--- config.mk ---
export PLATFORM = sky130hd
export DESIGN_NAME = rs_branch
export DESIGN_NICKNAME = d
export VERILOG_FILES = /design/src/rtl/rs_branch.sv
export SDC_FILE = /design/constraint.sdc
export NUM_CORES = 1
export LEC_CHECK = 0
export CAP_MARGIN = 15
export CORE_MARGIN = 2
export CORE_UTILIZATION = 30
export DETAILED_ROUTE_END_ITERATION = 10
export GPL_ROUTABILITY_DRIVEN = 0
export GPL_TIMING_DRIVEN = 0
export PLACE_DENSITY = 0.48
export SETUP_SLACK_MARGIN = 0.4
export SLEW_MARGIN = 15
export SYNTH_ARGS = -nofsm -noshare
export SYNTH_HDL_FRONTEND = slang
export SYNTH_SLANG_ARGS = --single-unit
--- constraint.sdc ---
create_clock -name i_clk -period 7.3 [get_ports i_clk]
set_input_delay 1.095 -clock i_clk [delete_from_list [all_inputs] [get_ports i_clk]]
set_output_delay 1.095 -clock i_clk [all_outputs]
set_load 0.01 [all_outputs]
--- src/rtl/rs_branch.sv ---
// rs_branch: branch reservation station with CDB wakeup, oldest-ready select and a registered issue stage.
// Optional feature macro BR_RS_DISP_BYPASS_EN: a dispatching operand captures a same-cycle CDB broadcast.
`ifndef ALU_OP_SEL
`define ALU_OP_SEL 4
`endif
`ifndef RV32_DATA_WIDTH
`define RV32_DATA_WIDTH 32
`endif
`ifndef RV32_PC_WIDTH
`define RV32_PC_WIDTH 32
`endif

module rs_branch #(
    parameter int RS_DEPTH   = 4,
    parameter int TAG_WIDTH  = 6,
    parameter int OP_WIDTH   = `ALU_OP_SEL,
    parameter int DATA_WIDTH = `RV32_DATA_WIDTH,
    parameter int PC_WIDTH   = `RV32_PC_WIDTH
) (
    input  logic                  i_clk,
    input  logic                  i_rst_n,
    input  logic                  i_flush,
    input  logic                  i_disp_vld,
    output logic                  o_disp_rdy,
    input  logic                  i_disp_is_jal,
    input  logic                  i_disp_is_jalr,
    input  logic [OP_WIDTH-1:0]   i_disp_alu_op_sel,
    input  logic [PC_WIDTH-1:0]   i_disp_pc,
    input  logic [PC_WIDTH-1:0]   i_disp_pred_jmpaddr,
    input  logic [DATA_WIDTH-1:0] i_disp_imm,
    input  logic [TAG_WIDTH-1:0]  i_disp_rob_tag,
    input  logic                  i_disp_rs1_rdy,
    input  logic [DATA_WIDTH-1:0] i_disp_rs1,
    input  logic [TAG_WIDTH-1:0]  i_disp_rs1_tag,
    input  logic                  i_disp_rs2_rdy,
    input  logic [DATA_WIDTH-1:0] i_disp_rs2,
    input  logic [TAG_WIDTH-1:0]  i_disp_rs2_tag,
    input  logic                  i_cdb_vld,
    input  logic [TAG_WIDTH-1:0]  i_cdb_tag,
    input  logic [DATA_WIDTH-1:0] i_cdb_data,
    input  logic                  i_iss_stall,
    output logic                  o_iss_vld,
    output logic                  o_iss_is_jal,
    output logic                  o_iss_is_jalr,
    output logic [OP_WIDTH-1:0]   o_iss_alu_op_sel,
    output logic [PC_WIDTH-1:0]   o_iss_pc,
    output logic [DATA_WIDTH-1:0] o_iss_imm,
    output logic [PC_WIDTH-1:0]   o_iss_pred_jmpaddr,
    output logic [DATA_WIDTH-1:0] o_iss_rs1,
    output logic [DATA_WIDTH-1:0] o_iss_rs2,
    output logic [TAG_WIDTH-1:0]  o_iss_rob_tag
);

    localparam int IDX_W = (RS_DEPTH > 1) ? $clog2(RS_DEPTH) : 1;

    typedef struct packed {
        logic                  is_jal;
        logic                  is_jalr;
        logic [OP_WIDTH-1:0]   op_sel;
        logic [PC_WIDTH-1:0]   pc;
        logic [PC_WIDTH-1:0]   pred;
        logic [DATA_WIDTH-1:0] imm;
        logic [TAG_WIDTH-1:0]  rob_tag;
        logic                  rs1_rdy;
        logic [DATA_WIDTH-1:0] rs1;
        logic [TAG_WIDTH-1:0]  rs1_tag;
        logic                  rs2_rdy;
        logic [DATA_WIDTH-1:0] rs2;
        logic [TAG_WIDTH-1:0]  rs2_tag;
    } entry_t;

    entry_t              ent_r [RS_DEPTH];
    logic [RS_DEPTH-1:0] valid_r;
    // age_r[i][j] set means entry i was dispatched before entry j
    logic [RS_DEPTH-1:0] age_r [RS_DEPTH];

    logic [RS_DEPTH-1:0] ready_s;
    logic [RS_DEPTH-1:0] oldest_s;
    logic                found_s;
    logic [IDX_W-1:0]    sel_idx_s;
    logic [IDX_W-1:0]    free_idx_s;
    logic                disp_rdy_s;
    logic                disp_fire_s;
    logic                load_s;
    logic                issue_fire_s;
    entry_t              disp_ent_s;

    // Oldest-ready select, free-slot search and handshake qualifiers
    always_comb begin
        ready_s  = '0;
        oldest_s = '0;
        for (int i = 0; i < RS_DEPTH; i++) begin
            ready_s[i] = valid_r[i] & ent_r[i].rs1_rdy & ent_r[i].rs2_rdy;
        end
        for (int i = 0; i < RS_DEPTH; i++) begin
            oldest_s[i] = ready_s[i];
            for (int j = 0; j < RS_DEPTH; j++) begin
                if ((j != i) && ready_s[j] && !age_r[i][j]) begin
                    oldest_s[i] = 1'b0;
                end else begin
                    oldest_s[i] = oldest_s[i];
                end
            end
        end
        found_s    = |oldest_s;
        sel_idx_s  = '0;
        free_idx_s = '0;
        for (int i = RS_DEPTH - 1; i >= 0; i--) begin
            if (oldest_s[i]) begin
                sel_idx_s = IDX_W'(i);
            end else begin
                sel_idx_s = sel_idx_s;
            end
            if (!valid_r[i]) begin
                free_idx_s = IDX_W'(i);
            end else begin
                free_idx_s = free_idx_s;
            end
        end
        disp_rdy_s   = ~(&valid_r);
        disp_fire_s  = i_disp_vld & disp_rdy_s & ~i_flush;
        load_s       = ~o_iss_vld | ~i_iss_stall;
        issue_fire_s = load_s & found_s & ~i_flush;
    end

    // Assemble the entry image written on dispatch
    always_comb begin
        disp_ent_s.is_jal  = i_disp_is_jal;
        disp_ent_s.is_jalr = i_disp_is_jalr;
        disp_ent_s.op_sel  = i_disp_alu_op_sel;
        disp_ent_s.pc      = i_disp_pc;
        disp_ent_s.pred    = i_disp_pred_jmpaddr;
        disp_ent_s.imm     = i_disp_imm;
        disp_ent_s.rob_tag = i_disp_rob_tag;
        disp_ent_s.rs1_rdy = i_disp_rs1_rdy;
        disp_ent_s.rs1     = i_disp_rs1;
        disp_ent_s.rs1_tag = i_disp_rs1_tag;
        disp_ent_s.rs2_rdy = i_disp_rs2_rdy;
        disp_ent_s.rs2     = i_disp_rs2;
        disp_ent_s.rs2_tag = i_disp_rs2_tag;
`ifdef BR_RS_DISP_BYPASS_EN
        if (!i_disp_rs1_rdy && i_cdb_vld && (i_cdb_tag == i_disp_rs1_tag)) begin
            disp_ent_s.rs1_rdy = 1'b1;
            disp_ent_s.rs1     = i_cdb_data;
        end else begin
            disp_ent_s.rs1_rdy = i_disp_rs1_rdy;
        end
        if (!i_disp_rs2_rdy && i_cdb_vld && (i_cdb_tag == i_disp_rs2_tag)) begin
            disp_ent_s.rs2_rdy = 1'b1;
            disp_ent_s.rs2     = i_cdb_data;
        end else begin
            disp_ent_s.rs2_rdy = i_disp_rs2_rdy;
        end
`endif
    end

    assign o_disp_rdy = disp_rdy_s;

    // Entry storage, age matrix and issue-stage registers
    always_ff @(posedge i_clk) begin
        if (!i_rst_n) begin
            valid_r            <= '0;
            for (int i = 0; i < RS_DEPTH; i++) begin
                age_r[i] <= '0;
            end
            o_iss_vld          <= 1'b0;
            o_iss_is_jal       <= 1'b0;
            o_iss_is_jalr      <= 1'b0;
            o_iss_alu_op_sel   <= '0;
            o_iss_pc           <= '0;
            o_iss_imm          <= '0;
            o_iss_pred_jmpaddr <= '0;
            o_iss_rs1          <= '0;
            o_iss_rs2          <= '0;
            o_iss_rob_tag      <= '0;
        end else if (i_flush) begin
            valid_r   <= '0;
            o_iss_vld <= 1'b0;
        end else begin
            for (int i = 0; i < RS_DEPTH; i++) begin
                if (valid_r[i] && i_cdb_vld && !ent_r[i].rs1_rdy && (ent_r[i].rs1_tag == i_cdb_tag)) begin
                    ent_r[i].rs1_rdy <= 1'b1;
                    ent_r[i].rs1     <= i_cdb_data;
                end
                if (valid_r[i] && i_cdb_vld && !ent_r[i].rs2_rdy && (ent_r[i].rs2_tag == i_cdb_tag)) begin
                    ent_r[i].rs2_rdy <= 1'b1;
                    ent_r[i].rs2     <= i_cdb_data;
                end
            end
            if (issue_fire_s) begin
                valid_r[sel_idx_s] <= 1'b0;
            end
            // new entry is younger than everything currently valid
            if (disp_fire_s) begin
                ent_r[free_idx_s]   <= disp_ent_s;
                valid_r[free_idx_s] <= 1'b1;
                age_r[free_idx_s]   <= '0;
                for (int j = 0; j < RS_DEPTH; j++) begin
                    age_r[j][free_idx_s] <= valid_r[j];
                end
            end
            if (load_s) begin
                if (found_s) begin
                    o_iss_vld          <= 1'b1;
                    o_iss_is_jal       <= ent_r[sel_idx_s].is_jal;
                    o_iss_is_jalr      <= ent_r[sel_idx_s].is_jalr;
                    o_iss_alu_op_sel   <= ent_r[sel_idx_s].op_sel;
                    o_iss_pc           <= ent_r[sel_idx_s].pc;
                    o_iss_imm          <= ent_r[sel_idx_s].imm;
                    o_iss_pred_jmpaddr <= ent_r[sel_idx_s].pred;
                    o_iss_rs1          <= ent_r[sel_idx_s].rs1;
                    o_iss_rs2          <= ent_r[sel_idx_s].rs2;
                    o_iss_rob_tag      <= ent_r[sel_idx_s].rob_tag;
                end else begin
                    o_iss_vld <= 1'b0;
                end
            end
        end
    end

endmodule

==> results.toml, run 1 <==
[status]
status = "completed"

[global_routing]
gr-usage-met2 = 0.3481
grt_pass1_wl_microns = 201100
met3_usage = 0.05145
grt_max_degree = 42
antenna_found_initial = 32
grt_pass1_vias = 28155
grtUsageTotal = 0.2149
use_met1 = 0.2858
overflow = 0
busiest_layer = "met2"

[placed_design]
pre_cts_ws_ns = 2.282
dpl-instance-area_sq_mm = 0.04461
place_hpwl_microns = 97340
io_buffers = 397

[timing]
slew_headroom = 0.1557
fin_crit_sh = 0.5780
slew_viol_final = 0
fin_crit_ns = 4.220
worst_clock_skew_ns = 0.02856
tightest_slew_ns = 1.266
timing.final.ws_setup_ns = 3.080
fmax_ghz = 0.2370
grt_setup_unrepaired = "false"
finalSetupViolCount = 0
timing_hold_violations_final = 0
whs_ns = 0.4643

[synthesis]
syn_avg_cell_area_sq_um = 11.77
synth_cells = 3211
yosysWarnings = 0
ys_async_sr_fraction = 0
synth.cell_area_sq_mm = 0.03779
synth_top_area_frac = 0.5904
ys_seq_area_frac = 0.6911
synth_edf_count = 743
ys_seq_elements = 933
yosysTopAreaCell = "edfxtp_1"
ys_top_cells_by_area = "edfxtp_1 (59%), dfxtp_1 (10%), nand2_1 (6.5%)"
synth_cell_types = 45
synth_top_flop_cell = "edfxtp_1"
syn_nets = 3441

[floorplan]
fp.dieW_microns = 358.9
core_sq_mm = 0.1252
top_level_ports = 404
die_area_sq_mm = 0.1288
start_util = 0.3017
rows = 130
die_y_microns = 358.9

[route]
wl_per_cell_microns = 25.90
firstDrtPassIters = 6
vias = 28824
via_per_inst = 5.240
drtIter0Drc = 2613
drc = 0
wl_microns = 142500
ant_nets = 0

[worst_setup_path]
cp_slowest_cell = "nand2_1"
r2r_setup_slack_ns = 3.81
setup.worst_path.end = "ent_r[2][99]"
crit_type = "input pin to register"
r2r_cells = 8
cp_cell_sequence = "clkdlybuf4s50_1 > nand2b_1 > buf_2 > nor3_2 > nand2_1 > inv_1 > clkbuf_4 > buf_16 > buf_16"
critPathRequiredTime_ns = 7.66
cp_data_arrival_time_ns = 4.58
startpoint_type = "input pin"
worstReg2RegEnd = "ent_r[2][99]"
end_kind = "register"
startpoint = "i_flush"
crit_top_cell = "buf_16"
reg2reg_from = "valid_r[0]"
max_stage_delay_ns = 0.63
worst-path-max-fanout = 39

[clock_tree]
clockBufferDepth = 3
h-tree-depth = 3
cts_made_buffers = 105
clk_latency_ns = 0.70
hold_buffers = 0
post_cts_resized = 0
cts.sinks = 933
clk_pin_slew_worst_paths_ns = 0.06
clockRootBuffer = "clkbuf_16"
post_cts_buffers = 0
cts_tree = "built"

[run]
drv_cap = 0

[min_path]
hp-class = "register to register"

[finish]
finalInstanceArea_sq_mm = 0.04817
area_growth_pct = 27.48
postLayoutCoreUtil = 0.3846
final_layout_size_suffix_gt1_frac = 0.07422
fin_nets = 3977

[power_and_ir_drop]
p_leak_nw = 16.11
p_per_area_mw_per_mm2 = 242.9
peakVddDrop_mv = 0.1767
power.total_mw = 11.70
layout by cell type (no fill, tap or decap), types with 46 or more instances in the layout:
cell type and n:
edfxtp_1 743, nand2_1 654, clkdlybuf4s50_1 397, a21oi_1 351, o21ai_0 266, clkbuf_1 198
dfxtp_1 190, nand3_1 178, o2bb2ai_1 171, a31oi_1 171, clkbuf_16 107, o21ai_1 78
buf_2 46
layout make-up:
type / count / area (sq um)
timing repair buffer: 429 / 4628
fill: 12156 / 77070
tap: 1650 / 2064
clock inverter: 54 / 579.3
multi-input combinational: 2011 / 10620
buffer: 262 / 1166
inverter: 5 / 18.77
sequential: 933 / 26120
antenna: 11 / 27.53
clock buffer: 146 / 2954
cells by family after synthesis:
family          count (synthesis)  share of synthesized area
compound gates               1066                     0.1667
xor+xnor                       48                    0.01113
buf+inv                       267                    0.03073
flops                         933                     0.6911
mux                             1                  0.0002649
simple gates                  896                     0.1001
critical path, delay by kind of cell:
family	cells	cell delay, ns
buffers and inverters	6	2.00
AND/OR/NAND/NOR	3	1.35
through the flow:
| stage | instances | setup TNS (ns) |
|---|---|---|
| 2_1_floorplan | 3211 | 0 |
| 3_3_place_gp | 5258 | -2350.73 |
| 3_5_place_dp | 5290 | 0 |
| 4_1_cts | 5490 | 0 |
| 5_1_grt | 5499 | 0 |
| 6_report | 5501 | 0 |
how the worst min path moves through the flow:
stage | start | endpoint | slack, ns | depth (start not counted)
floorplan | age_r[0][2] | age_r[0][2] | 0.43 | 2
global placement | age_r[2][1] | age_r[2][1] | 0.44 | 2
detailed placement | age_r[2][1] | age_r[2][1] | 0.45 | 2
CTS | age_r[2][1] | age_r[2][1] | 0.46 | 2
global route | age_r[0][2] | age_r[0][2] | 0.49 | 2
finish | age_r[2][1] | age_r[2][1] | 0.46 | 2
power breakdown:
group / leakage (nW) / switching, mW / internal, mW
Clock: 1.72 / 2.23 / 3.19
Sequential: 8.26 / 0.0221 / 5.78
Combinational: 6.13 / 0.290 / 0.187
layer usage:
layer,routed length (microns),up-vias
li1,-,13108
met5,189,-
met3,11810,209
met1,60450,14375
met2,66580,1104
met4,3455,28
sequential cells by signal (all words and copies together) (netlist names):
signal	cells
o_iss_is_jalr	1
o_iss_pc	32
o_iss_rob_tag	6
valid_r	4
o_iss_is_jal	1
o_iss_rs1	32
o_iss_rs2	32
ent_r	744
age_r	12
o_iss_pred_jmpaddr	32
o_iss_alu_op_sel	4
o_iss_imm	32
o_iss_vld	1
Yosys cell counts, types with 2 or more instances:
master	instances
nand2_1	654
o2bb2ai_1	171
buf_2	46
buf_4	3
nand4_1	8
edfxtp_1	743
clkbuf_1	183
inv_1	3
nor2_1	11
a21oi_1	351
o211a_1	2
o2111ai_1	3
xor2_1	30
nand3_2	2
buf_1	18
a31oi_1	171
nand2b_1	13
nand3_1	178
a211o_1	2
xnor2_1	18
or4_1	4
o31ai_1	7
buf_6	12
o21ai_2	2
nor3_1	8
o21ai_1	78
o21ai_0	268
nor3_4	2
inv_2	2
o2111a_1	4
nand4b_1	8
dfxtp_1	190
and3_1	4
No activity file was read; power rests on OpenSTA's default activity.
==> inputs of run 2 (changes only) <==
- clock period: 7.3 -> 4.09 ns (I/O delays scaled with it)
==> results.toml, run 2 (synthesis results as in run 1) <==
[status]
status = "completed"

[power_and_ir_drop]
swShare = 0.2183
combPwrFrac = 0.041
p_per_area_mw_per_mm2 = 426.2
power.total_mw = 20.35
pwr-share-seq = 0.509
clock_power_share = 0.450
intPower_mw = 15.91
p_switching_mw = 4.443
p_leak_nw = 15.91
peakVddDrop_mv = 0.3142

[floorplan]
start_util = 0.3017
die_y_microns = 358.9
fp.dieW_microns = 358.9
core_sq_mm = 0.1252
top_level_ports = 404
die_area_sq_mm = 0.1288
rows = 130

[global_routing]
grt_max_degree = 71
grt_pass1_wl_microns = 200400
grt_pass1_vias = 28285
antenna_found_initial = 37
overflow = 0
grtUsageTotal = 0.2131

[timing]
finalSetupViolCount = 0
fmax_ghz = 0.2824
grt_setup_unrepaired = "false"
slew_headroom = 0.1336
timing_hold_violations_final = 0
slew_viol_final = 0
tightest_slew_ns = 1.300
fin_crit_ns = 3.541
worst_clock_skew_ns = 0.02234
timing.final.ws_setup_ns = 0.5493
fin_crit_sh = 0.8657

[finish]
fin_nets = 3967
seq_area_sq_mm = 0.02612
largest_register_ffs = 744
area_growth_pct = 26.33
fillCellCount = 12280
layout_commonest_cell = "edfxtp_1"
final_layout_size_suffix_gt1_frac = 0.06824
final_cell_mix = "edfxtp_1 (743), nand2_1 (653), clkdlybuf4s50_1 (397)"
regMostFlops = "ent_r"
multiInputGateArea_sq_mm = 0.01063

[clock_tree]
clockRootBuffer = "clkbuf_16"
cts.sinks = 933
clk_latency_ns = 0.70
cts_tree = "built"
h-tree-depth = 3
cts_made_buffers = 104
hold_buffers = 0
clk_pin_slew_worst_paths_ns = 0.06
clockBufferDepth = 3
post_cts_buffers = 0

[worst_setup_path]
startpoint = "i_flush"
worstReg2RegEnd = "o_iss_rs2[9]"
reg2reg_from = "ent_r[0][38]"
r2r_cells = 8
critPathRequiredTime_ns = 4.41
worst-path-max-fanout = 67
startpoint_type = "input pin"
r2r_setup_slack_ns = 0.81
cp_data_arrival_time_ns = 3.86
end_kind = "register"
setup.worst_path.end = "ent_r[3][108]"
crit_type = "input pin to register"

[run]
drv_cap = 0

[route]
drtIter0Drc = 2624
via_per_inst = 5.208
ant_nets = 0
drc = 0
wl_microns = 140600
firstDrtPassIters = 5
wl_per_cell_microns = 25.61
vias = 28589

[placed_design]
place_hpwl_microns = 95870
pre_cts_ws_ns = -0.4720
io_buffers = 397

[min_path]
hp-class = "register to register"
==> run 2: metal layers <==
metal	wire, microns	part of all wire	track usage
met3	10880	0.077	0.05354
met5	215	0.0015	0
met4	4075	0.029	0.07388
met1	59480	0.42	0.2790
met2	65930	0.47	0.3432
==> run 2: worst max-delay path, cell delays in order <==
cell and delay [ns]:
clkdlybuf4s50_1 0.58, nand2b_1 0.29, buf_2 0.22, nor4b_4 0.41
nand2_1 0.49, inv_2 0.23, buf_8 0.46, buf_16 0.37
==> run 2: area by class of cell <==
cell class                 instances  share of cell area
multi-input combinational       2011              0.2226
timing repair buffer             420             0.09210
antenna                           14           0.0007338
tap                             1650             0.04324
clock inverter                    36            0.007679
sequential                       933              0.5470
buffer                           262             0.02498
clock buffer                     158             0.06128
inverter                           5           0.0003931
==> run 2: worst min path at each step <==
| stage | from | to | slack [ns] | depth (start not counted) |
|---|---|---|---|---|
| 6_report | age_r[2][1] | age_r[2][1] | 0.45 | 2 |
| 5_1_grt | age_r[3][0] | age_r[3][0] | 0.49 | 2 |
| 4_1_cts | age_r[2][1] | age_r[2][1] | 0.45 | 2 |
| 3_5_place_dp | age_r[2][1] | age_r[2][1] | 0.44 | 2 |
| 3_3_place_gp | age_r[2][1] | age_r[2][1] | 0.44 | 2 |
| 2_1_floorplan | age_r[0][2] | age_r[0][2] | 0.43 | 2 |
==> run 2: power by group through the flow <==
stage	Clock, mW	Sequential, mW	Combinational [mW]
detailed placement	0	10.6	0.834
global route	9.68	10.4	0.901
CTS	9.33	10.4	0.838
global placement	0	10.6	0.816
floorplan	0	10.6	0.287
finish	9.15	10.4	0.832
==> run 2: repair_timing <==
action                                  in CTS  in global routing
endpoints found under the hold margin        0                  0
resized for setup                            1                  5
endpoints found under the setup margin      70                107
==> run 2: stage by stage <==
stage	cells	setup TNS [ns]	util	hold WS, ns	area, sq um
floorplan	3211	0	-	0.4311	37820
global placement	5258	-1889.01	0.3502	0.4376	43860
detailed placement	5281	-71.06	0.3545	0.4437	44400
CTS	5475	0	0.3808	0.4506	47700
global route	5487	0	0.3811	0.4866	47730
finish	5489	0	0.3812	0.4522	47740
==> inputs of run 3 (changes only) <==
- CORE_MARGIN: 2 -> 1
- GPL_ROUTABILITY_DRIVEN: 0 -> unset
- clock period: 4.09 -> 3.8 ns (I/O delays scaled with it)
==> results.toml, run 3 (synthesis results as in run 1) <==
[worst_setup_path]
cp_slowest_cell = "nor3_4"
startpoint_type = "register"
path_depth = 8
path_delay_family = "buffers and inverters"
worst-path-buf-inv = 3
cp_data_arrival_time_ns = 3.91
critPathRequiredTime_ns = 4.41
r2r_setup_slack_ns = 0.50
max_stage_delay_ns = 0.68
r2r_cells = 8
crit_type = "register to register"
worst-path-max-fanout = 10
cp_cell_sequence = "nand3_2 > o2111a_1 > buf_2 > nor3_4 > buf_2 > buf_2 > o21ai_0 > a31oi_1"
worstReg2RegEnd = "o_iss_rs2[14]"
reg2reg_from = "ent_r[0][77]"
crit_top_cell = "buf_2"
end_kind = "register"

[floorplan]
fp.dieW_microns = 356.9
core_sq_mm = 0.1243
top_level_ports = 404
rows = 129
die_y_microns = 356.9
die_area_sq_mm = 0.1274
start_util = 0.3041

[placed_design]
place_hpwl_microns = 95500
pre_cts_ws_ns = -0.6303
place_congestion = 0.8485
io_buffers = 397
dpl-instance-area_sq_mm = 0.04438

[timing]
slew_headroom = 0.1420
slew_viol_final = 0
grt_setup_unrepaired = "false"
fin_crit_sh = 0.8694
whs_ns = 0.4617
tightest_slew_ns = 1.287
timing_hold_violations_final = 0
fin_crit_ns = 3.304
timing.final.ws_setup_ns = 0.4964
worst_clock_skew_ns = 0.02634
fmax_ghz = 0.3027
finalSetupViolCount = 0

[power_and_ir_drop]
p_leak_nw = 15.96
p_per_area_mw_per_mm2 = 462.4
power.total_mw = 22.11
peakVddDrop_mv = 0.3218

[clock_tree]
h-tree-depth = 3
clk_pin_slew_worst_paths_ns = 0.06
clk_latency_ns = 0.70
clockRootBuffer = "clkbuf_16"
hold_buffers = 0
cts_tree = "built"
cts.sinks = 933
clockBufferDepth = 3
cts_made_buffers = 105

[route]
via_per_inst = 5.200
wl_per_cell_microns = 25.80
drc = 0
ant_nets = 0
vias = 28483
firstDrtPassIters = 6
drtIter0Drc = 2656
wl_microns = 141300

[finish]
largest_register_ffs = 744
regMostFlops = "ent_r"
multiInputGateArea_sq_mm = 0.01064
final_cell_mix = "edfxtp_1 (743), nand2_1 (650), clkdlybuf4s50_1 (397)"
area_growth_pct = 26.54
fin_nets = 3967
final_layout_size_suffix_gt1_frac = 0.07001
seq_area_sq_mm = 0.02612
layout_commonest_cell = "edfxtp_1"
postLayoutCoreUtil = 0.3848
fillCellCount = 12163
finalInstanceArea_sq_mm = 0.04782

[min_path]
worstHoldPathCells = 2
hp-class = "register to register"
hold_start = "age_r[0][3]"
hold_end = "age_r[0][3]"

[global_routing]
grt_pass1_vias = 28404
grtUsageTotal = 0.2177
grt_pass1_wl_microns = 200600
overflow = 0
antenna_found_initial = 36
grt_max_degree = 74

[status]
status = "completed"

[run]
drv_cap = 0
-- run 3: cell types whose count changed in the layout (fill, tap and decap cells not counted), sizes merged --
cell	before	now
clkinv	25	26
clkbuf	340	347
inv	10	8
buf	103	101
bufinv	5	4
diode	14	13
-- run 3: worst max-delay path by stage --
stage | startpoint | endpoint | slack (ns)
2_1_floorplan | i_cdb_tag[1] | ent_r[0][10] | 0.52
3_3_place_gp | i_flush | ent_r[3][20] | -2.30
3_5_place_dp | i_flush | ent_r[0][37] | -0.63
4_1_cts | i_flush | ent_r[1][91] | 0.41
5_1_grt | ent_r[0][38] | o_iss_rs2[10] | 0.41
6_report | ent_r[0][77] | o_iss_rs2[14] | 0.50
-- run 3: metal layers --
layer  vias to the layer above  track usage  routed length [microns]  part of all wire
met1                     14184       0.2853                    59110              0.42
li1                      13062            -                        -                 -
met2                      1009       0.3579                    67580              0.48
met3                       206      0.05046                    11140             0.079
met4                        22      0.06350                     3387             0.024
met5                         -            0                      120           0.00085
-- run 3: final cells by class --
cell class / instances / share of cell area
clock buffers: 164 / 0.06489
diodes: 13 / 0.0006803
well taps: 1637 / 0.04283
clock inverters: 34 / 0.005730
flip-flops and latches: 933 / 0.5461
plain buffers: 262 / 0.02585
multi-input cells: 2011 / 0.2225
inverters: 5 / 0.0003925
repair buffers: 419 / 0.09103
-- run 3: per-stage QoR --
step / setup TNS (ns) / std cells
global route: 0 / 5471
finish: 0 / 5478
CTS: 0 / 5464
floorplan: 0 / 3211
detailed placement: -225.37 / 5266
global placement: -1244.79 / 5245
-- run 3: tightest hold or removal path, delay by kind of cell (launching register included) --
family        cells  cell delay, ns
flops             1            0.32
simple gates      2            0.11
-- run 3: power breakdown --
group	switching, mW	internal, mW	leakage, nW
logic	0.537	0.356	6.05
clock network	4.21	5.85	1.66
registers	0.0438	11.1	8.26
-- run 3: what timing repair did --
item | 4_1_cts | 5_1_grt
resized for setup | 4 | 3
setup buffers | 0 | 1
endpoints found under the setup margin | 265 | 232
pin swaps | 0 | 1
